File: config.mk
export PLATFORM = sky130hd
export DESIGN_NAME = disp_scheduler_flat
export DESIGN_NICKNAME = d
export VERILOG_FILES = /design/src/rtl/disp_scheduler_if.sv /design/src/rtl/disp_scheduler.sv /design/src/flat_wrapper.sv
export SDC_FILE = /design/constraint.sdc
export NUM_CORES = 1
export LEC_CHECK = 0
export CORE_AREA = 2 2 66 93
export CTS_BUF_LIST = sky130_fd_sc_hd__clkbuf_16
export DETAILED_ROUTE_END_ITERATION = 10
export DIE_AREA = 0 0 68 95
export PLACE_DENSITY = 0.7
export SLEW_MARGIN = 10
export SYNTH_ARGS = -nofsm -noshare
export SYNTH_HDL_FRONTEND = slang
export SYNTH_SLANG_ARGS = --single-unit
File: constraint.sdc
create_clock -name clk -period 2.6 [get_ports clk]
set_input_delay 0.39 -clock clk [delete_from_list [all_inputs] [get_ports clk]]
set_output_delay 0.39 -clock clk [all_outputs]
set_load 0.1 [all_outputs]
File: src/rtl/disp_scheduler_if.sv
// rtl/disp_scheduler_if.sv - requester/display handshake bundle for disp_scheduler
interface disp_scheduler_if;
   logic        reqA;
   logic [15:0] dataA;
   logic        reqB;
   logic [15:0] dataB;
   logic        grantA;
   logic        grantB;
   logic [15:0] dispData;
   logic        scanTick;

   // requester side: drives requests and values, observes grants and display
   modport master (
      output reqA, dataA, reqB, dataB,
      input  grantA, grantB, dispData, scanTick
   );

   // scheduler side
   modport slave (
      input  reqA, dataA, reqB, dataB,
      output grantA, grantB, dispData, scanTick
   );
endinterface

File: src/rtl/disp_scheduler.sv
// rtl/disp_scheduler.sv - two-requester display arbiter with scan prescaler; optional DISP_SCHED_IDLE_BLANK_EN blanks the display in IDLE
module disp_scheduler #(
   parameter int SCAN_DIV   = 50000,
   parameter int HOLD_TICKS = 1000
) (
   input logic             clk,
   input logic             rst,
   disp_scheduler_if.slave bus
);

   localparam int PW = (SCAN_DIV > 1) ? $clog2(SCAN_DIV) : 1;
   localparam int HW = $clog2(HOLD_TICKS + 1);
   localparam logic [PW-1:0] PRESC_LAST = PW'(SCAN_DIV - 1);
   localparam logic [PW-1:0] PRESC_PRE  = PW'(SCAN_DIV - 2);
   localparam logic [HW-1:0] HOLD_MAX   = HW'(HOLD_TICKS);

   typedef enum logic [1:0] {IDLE, GNT_A, GNT_B} state_t;

   state_t        state_q, state_d;
   logic          grant_a_q, grant_b_q;
   logic [15:0]   disp_q, disp_d;
   logic [HW-1:0] hold_q, hold_d;
   logic          last_b_q, last_b_d;
   logic [PW-1:0] presc_q, presc_d;
   logic          tick_q, tick_d;

   // prescaler next value; the tick is registered one count early so it lines up with count == SCAN_DIV-1
   always_comb begin
      presc_d = (presc_q == PRESC_LAST) ? '0 : presc_q + PW'(1);
      tick_d  = (presc_q == PRESC_PRE);
   end

   // free-running prescaler and registered scan strobe
   always_ff @(posedge clk or posedge rst) begin
      if (rst) begin
         presc_q <= '0;
         tick_q  <= 1'b0;
      end else begin
         presc_q <= presc_d;
         tick_q  <= tick_d;
      end
   end

   // arbitration: round robin from IDLE, hand-over on release, preemption only after the hold period
   always_comb begin
      state_d = state_q;
      unique case (state_q)
         IDLE: begin
            if (bus.reqA && bus.reqB) state_d = last_b_q ? GNT_A : GNT_B;
            else if (bus.reqA)        state_d = GNT_A;
            else if (bus.reqB)        state_d = GNT_B;
         end
         GNT_A: begin
            if (!bus.reqA)                             state_d = bus.reqB ? GNT_B : IDLE;
            else if (bus.reqB && (hold_q == HOLD_MAX)) state_d = GNT_B;
         end
         GNT_B: begin
            if (!bus.reqB)                             state_d = bus.reqA ? GNT_A : IDLE;
            else if (bus.reqA && (hold_q == HOLD_MAX)) state_d = GNT_A;
         end
         default: state_d = IDLE;
      endcase
   end

   // next display value, hold counter and round-robin memory derived from the next state
   always_comb begin
      disp_d   = disp_q;
      hold_d   = hold_q;
      last_b_d = last_b_q;
      case (state_d)
         GNT_A: begin
            disp_d   = bus.dataA;
            last_b_d = 1'b0;
         end
         GNT_B: begin
            disp_d   = bus.dataB;
            last_b_d = 1'b1;
         end
         default: begin
`ifdef DISP_SCHED_IDLE_BLANK_EN
            disp_d = 16'hFFFF;
`else
            disp_d = disp_q;
`endif
         end
      endcase
      if (state_d != state_q)
         hold_d = '0;
      else if ((state_q != IDLE) && tick_q && (hold_q != HOLD_MAX))
         hold_d = hold_q + HW'(1);
   end

   // FSM state with registered grant and display outputs
   always_ff @(posedge clk or posedge rst) begin
      if (rst) begin
         state_q   <= IDLE;
         grant_a_q <= 1'b0;
         grant_b_q <= 1'b0;
         disp_q    <= 16'hFFFF;
         hold_q    <= '0;
         last_b_q  <= 1'b1;
      end else begin
         state_q   <= state_d;
         grant_a_q <= (state_d == GNT_A);
         grant_b_q <= (state_d == GNT_B);
         disp_q    <= disp_d;
         hold_q    <= hold_d;
         last_b_q  <= last_b_d;
      end
   end

   assign bus.grantA   = grant_a_q;
   assign bus.grantB   = grant_b_q;
   assign bus.dispData = disp_q;
   assign bus.scanTick = tick_q;

endmodule

File: src/flat_wrapper.sv
// flat-port wrapper written by rule: the top's interface ports become plain ports
module disp_scheduler_flat 
#(
   parameter int SCAN_DIV   = 50000,
   parameter int HOLD_TICKS = 1000
)
  (clk, rst, bus_reqA, bus_dataA, bus_reqB, bus_dataB, bus_grantA, bus_grantB, bus_dispData, bus_scanTick);
  disp_scheduler_if bus_i ();
  input logic clk;
  input logic rst;
  input wire logic [$bits(bus_i.reqA)-1:0] bus_reqA;
  input wire logic [$bits(bus_i.dataA)-1:0] bus_dataA;
  input wire logic [$bits(bus_i.reqB)-1:0] bus_reqB;
  input wire logic [$bits(bus_i.dataB)-1:0] bus_dataB;
  output wire logic [$bits(bus_i.grantA)-1:0] bus_grantA;
  output wire logic [$bits(bus_i.grantB)-1:0] bus_grantB;
  output wire logic [$bits(bus_i.dispData)-1:0] bus_dispData;
  output wire logic [$bits(bus_i.scanTick)-1:0] bus_scanTick;
  assign bus_i.reqA = bus_reqA;
  assign bus_i.dataA = bus_dataA;
  assign bus_i.reqB = bus_reqB;
  assign bus_i.dataB = bus_dataB;
  assign bus_grantA = bus_i.grantA;
  assign bus_grantB = bus_i.grantB;
  assign bus_dispData = bus_i.dispData;
  assign bus_scanTick = bus_i.scanTick;
  disp_scheduler #(.SCAN_DIV(SCAN_DIV), .HOLD_TICKS(HOLD_TICKS)) u_core (.clk(clk), .rst(rst), .bus(bus_i));
endmodule
==> qor.log <==
qor: run_status.status finished clean
qor: clock_tree.cts.repair.resized 0
qor: pwr.pwr_density_cell 1050 nW/um2
qor: clock_tree.cts_hold_buffers 0
qor: synth.netlist.area_leader.share 0.318
qor: floorplanning.core.rowCount 33
qor: worst_setup_path.critical_path_arrival 2.38 ns
qor: route.drcViolationCount 0
qor: worst_setup_path.rr_startpoint u_core.hold_q[2]
qor: job.drv_cap 0
qor: global_routing.pin_count_of_the_biggest_net_entering_global_routing 36
qor: route.viasPerCell 5.15
qor: worst_setup_path.r2r_cells 8
qor: worst_hold_path.terminating_pin_of_the_worst_hold_path u_core.bus.dispData[15]
qor: clock_tree.clkSinkCount 48
qor: synth.synth.largest_area_cell sky130_fd_sc_hd__dfrtp_1
qor: worst_hold_path.worst_hold_path_type reg -> reg
qor: global_routing.global_route.overflow_total 0
qor: worst_setup_path.setup.worst_path.end_class flop
qor: timing.final.setup.tns 0 ns
qor: pwr.pwr-share-comb 0.448
qor: synth.share_of_synthesized_area_occupied_by_flip_flops_and_latches 0.502
qor: clock_tree.cts_post_setup_buffers_inserted 0
qor: clock_tree.cts.reportedPaths.clkPinSlew 0.07 ns
qor: timing.setup_viol 0
qor: synth.syn-mean-instance-area 10.3 um2
qor: route.drt-pass1-iter-count 4
qor: worst_setup_path.regToRegEndpoint u_core.bus.dispData[1]
qor: timing.timing.final.hold_violations 0
qor: floorplanning.core_area 5700 um2
qor: timing.fmax 459 MHz
qor: place.routabilityCongestion 0.758
qor: timing.min_period_over_period 0.838
qor: synth.ys_dominant_reg_cell sky130_fd_sc_hd__dfrtp_1
qor: place.buffer_ports.inserted 54
qor: clock_tree.cts_max_level 2
qor: layout.layout_cells_sized_above_1 0.207
qor: worst_setup_path.reg2reg_setup_slack 0.42 ns
qor: route.route.final.wire_length 5.06 mm
qor: timing.rsz0062_at_grt no
qor: synth.post_synth_net_total 278
qor: pwr.power.share.clock 0.237
qor: pwr.vdd_ir_drop_max 0.000476 V
qor: route.via_count 1,873
qor: timing.final_slew_viol_count 0
qor: pwr.switching_share 0.459
qor: worst_setup_path.path_class reg -> reg
qor: clock_tree.clockBufferDepth 2
qor: clock_tree.cts_tree yes
qor: worst_hold_path.hold_path.startpoint u_core.bus.dispData[15]
qor: timing.slew_headroom 0.511
qor: floorplanning.die_area 6460 um2
qor: layout.postLayoutCoreUtil 0.561
qor: timing.worst_pin_slew 0.732 ns
qor: global_routing.first_global_vias 1,855
qor: floorplanning.initial_util 0.428
qor: route.route.detailed.wl_per_inst 13.9 um
qor: route.route.antenna.remaining_nets 0
qor: synth.post_synth_main_area_contributors sky130_fd_sc_hd__dfrtp_1 (32%), sky130_fd_sc_hd__dfstp_2 (18%), sky130_fd_sc_hd__mux2i_1 (8.2%)
qor: global_routing.grt_antenna_before_repair 0
qor: pwr.p_switching 0.00153 W
qor: synth.synthCells 236
qor: worst_setup_path.timing.critical_path.fanout_max 18
qor: synth.number_of_flops_mapped_to_enable_cells_by_yosys 0
qor: worst_hold_path.timing.hold.worst_path_depth 2
qor: clock_tree.clock_latency_reported_for_the_late_side_of_the_worst_skew_pair 0.29 ns
qor: global_routing.globalRouteTotalUtil 0.166
qor: pwr.power_leakage 1.37 nW
qor: layout.fin_nets 335
qor: layout.area_delta_synth_final 31.1%
qor: worst_setup_path.worst_path_required_time 2.80 ns
qor: place.detailed_placement_wirelength_estimate 3.73 mm
qor: timing.finalCriticalPeriod 2.18 ns
qor: clock_tree.cts_root_buffer sky130_fd_sc_hd__clkbuf_16
qor: synth.synthesis.yosys.warnings 0
qor: pwr.internal_power 0.00181 W
qor: synth.yosysUniqueCellTypes 42
qor: floorplanning.die_width 68 um
qor: layout.final_antenna_diode_count 0
qor: global_routing.first_pass_grt_wire_length 8.20 mm
qor: worst_setup_path.worst_setup_path_start_kind flop
qor: synth.synth_async_sr_flop_share 1.00
qor: synth.ys_seq_elements 48
qor: timing.worst_clock_skew 0.00855 ns
qor: route.detailed_router_s_first_iteration_violation_count 82
qor: pwr.sequentialPowerShare 0.315
qor: floorplanning.design.portCount 55
qor: floorplanning.die_height 95 um
qor: synth.post_synth_instance_area 2440 um2
qor: clock_tree.tritoncts.num_buffers 5
qor: layout.nFillCells 514
cells by family (layout without fill, tap and decap cells):
| logic type | after synthesis | count (layout) | share of synthesized area |
|---|---|---|---|
| AO/OA/AOI/OAI | 40 | 40 | 0.0970 |
| XOR/XNOR | 17 | 17 | 0.0611 |
| adder cells (fa/ha/maj) | 6 | 6 | 0.0308 |
| buffers and inverters | 19 | 77 | 0.0344 |
| flip-flops | 48 | 48 | 0.502 |
| multiplexers | 21 | 21 | 0.0868 |
| AND/OR/NAND/NOR | 85 | 85 | 0.188 |
worst max path at each step:
stage | start | to | depth (start not counted)
floorplan | u_core.hold_q[4] | u_core.bus.dispData[0] | 9
global placement | u_core.hold_q[2] | u_core.bus.dispData[0] | 8
detailed placement | u_core.hold_q[2] | u_core.bus.dispData[1] | 8
CTS | u_core.hold_q[2] | u_core.bus.dispData[1] | 8
global route | u_core.hold_q[2] | u_core.bus.dispData[2] | 8
finish | u_core.hold_q[2] | u_core.bus.dispData[1] | 8
worst max-delay path: stages, from the launching register on:
cell and delay (ns):
sky130_fd_sc_hd__dfrtp_1 0.41, sky130_fd_sc_hd__and4bb_2 0.35, sky130_fd_sc_hd__nand3_1 0.14, sky130_fd_sc_hd__mux2i_1 0.18, sky130_fd_sc_hd__a21oi_1 0.21, sky130_fd_sc_hd__ha_1 0.17, sky130_fd_sc_hd__buf_4 0.28, sky130_fd_sc_hd__mux2i_1 0.23
sky130_fd_sc_hd__o21ai_0 0.10
registers in the layout, summed over array words and instances (netlist names):
name                 flops
u_core.bus.scanTick      1
u_core.last_b_q          1
u_core.hold_q           10
u_core.bus.grantA        1
u_core.bus.grantB        1
u_core.state_q           2
u_core.bus.dispData     16
u_core.presc_q          16
power groups by stage:
stage	logic, W	clock network (W)	registers (W)
2_1_floorplan	0.000261	0	0.00200
3_3_place_gp	0.00150	0	0.00106
3_5_place_dp	0.00151	0	0.00107
4_1_cts	0.00151	0.000812	0.00105
5_1_grt	0.00157	0.000843	0.00108
6_report	0.00150	0.000791	0.00105
area by class of cell:
type / count / area, um2 / area share
Clock inverter: 2 / 38.8 / 0.0121
Multi-Input combinational cell: 169 / 1130 / 0.354
Sequential cell: 48 / 1220 / 0.383
Timing Repair Buffer: 58 / 523 / 0.164
Inverter: 11 / 41.3 / 0.0129
Tap cell: 70 / 87.6 / 0.0274
Clock buffer: 6 / 150 / 0.0470
cells in the final DEF (no fill, tap or decap), types with 2 or more instances in the layout:
| cell type | Yosys | routed |
|---|---|---|
| sky130_fd_sc_hd__buf_4 | 0 | 23 |
| sky130_fd_sc_hd__clkdlybuf4s50_1 | 0 | 35 |
| sky130_fd_sc_hd__nand3b_1 | 3 | 3 |
| sky130_fd_sc_hd__nand4_1 | 3 | 3 |
| sky130_fd_sc_hd__nand3_1 | 11 | 11 |
| sky130_fd_sc_hd__ha_1 | 6 | 6 |
| sky130_fd_sc_hd__dfstp_2 | 17 | 17 |
| sky130_fd_sc_hd__mux2i_1 | 20 | 20 |
| sky130_fd_sc_hd__dfrtp_1 | 31 | 31 |
| sky130_fd_sc_hd__nor3_1 | 3 | 3 |
| sky130_fd_sc_hd__o21ai_0 | 22 | 22 |
| sky130_fd_sc_hd__a21oi_2 | 2 | 2 |
| sky130_fd_sc_hd__nor2_1 | 20 | 20 |
| sky130_fd_sc_hd__a21oi_1 | 7 | 7 |
| sky130_fd_sc_hd__inv_1 | 11 | 10 |
| sky130_fd_sc_hd__o211ai_1 | 2 | 2 |
| sky130_fd_sc_hd__and4bb_2 | 2 | 2 |
| sky130_fd_sc_hd__clkbuf_16 | 0 | 6 |
| sky130_fd_sc_hd__xor2_1 | 5 | 5 |
| sky130_fd_sc_hd__xnor2_1 | 12 | 12 |
| sky130_fd_sc_hd__nand2_1 | 28 | 28 |
| sky130_fd_sc_hd__nor4_1 | 3 | 3 |
synth_stat cells, types with 2 or more instances:
library cell,instances
sky130_fd_sc_hd__dfstp_2,17
sky130_fd_sc_hd__mux2i_1,20
sky130_fd_sc_hd__inv_1,11
sky130_fd_sc_hd__nand4_1,3
sky130_fd_sc_hd__buf_2,4
sky130_fd_sc_hd__o21ai_0,22
sky130_fd_sc_hd__clkbuf_1,3
sky130_fd_sc_hd__nand3_1,11
sky130_fd_sc_hd__nor3_1,3
sky130_fd_sc_hd__o211ai_1,2
sky130_fd_sc_hd__xor2_1,5
sky130_fd_sc_hd__and4bb_2,2
sky130_fd_sc_hd__nor4_1,3
sky130_fd_sc_hd__xnor2_1,12
sky130_fd_sc_hd__dfrtp_1,31
sky130_fd_sc_hd__nand2_1,28
sky130_fd_sc_hd__nor2_1,20
sky130_fd_sc_hd__a21oi_2,2
sky130_fd_sc_hd__ha_1,6
sky130_fd_sc_hd__a21oi_1,7
sky130_fd_sc_hd__nand3b_1,3
routing by layer:
metal | vias up | part of all wire | track usage
li1 | 939 | - | -
met1 | 901 | 0.40 | 0.190
met2 | 25 | 0.55 | 0.298
met3 | 8 | 0.027 | 0.0346
met4 | 0 | 0.019 | 0.0583
met5 | - | 0 | 0
through the flow:
stage	std cells	hold WS, ns	power (W)	area, um2	worst slack, ns
2_1_floorplan	236	0.457	0.00227	2440	0.433
3_3_place_gp	356	0.472	0.00256	3010	0.489
3_5_place_dp	356	0.484	0.00258	3010	0.455
4_1_cts	364	0.495	0.00338	3190	0.406
5_1_grt	364	0.518	0.00349	3190	0.213
6_report	364	0.488	0.00334	3190	0.422
(Power assumes the default switching activity.)
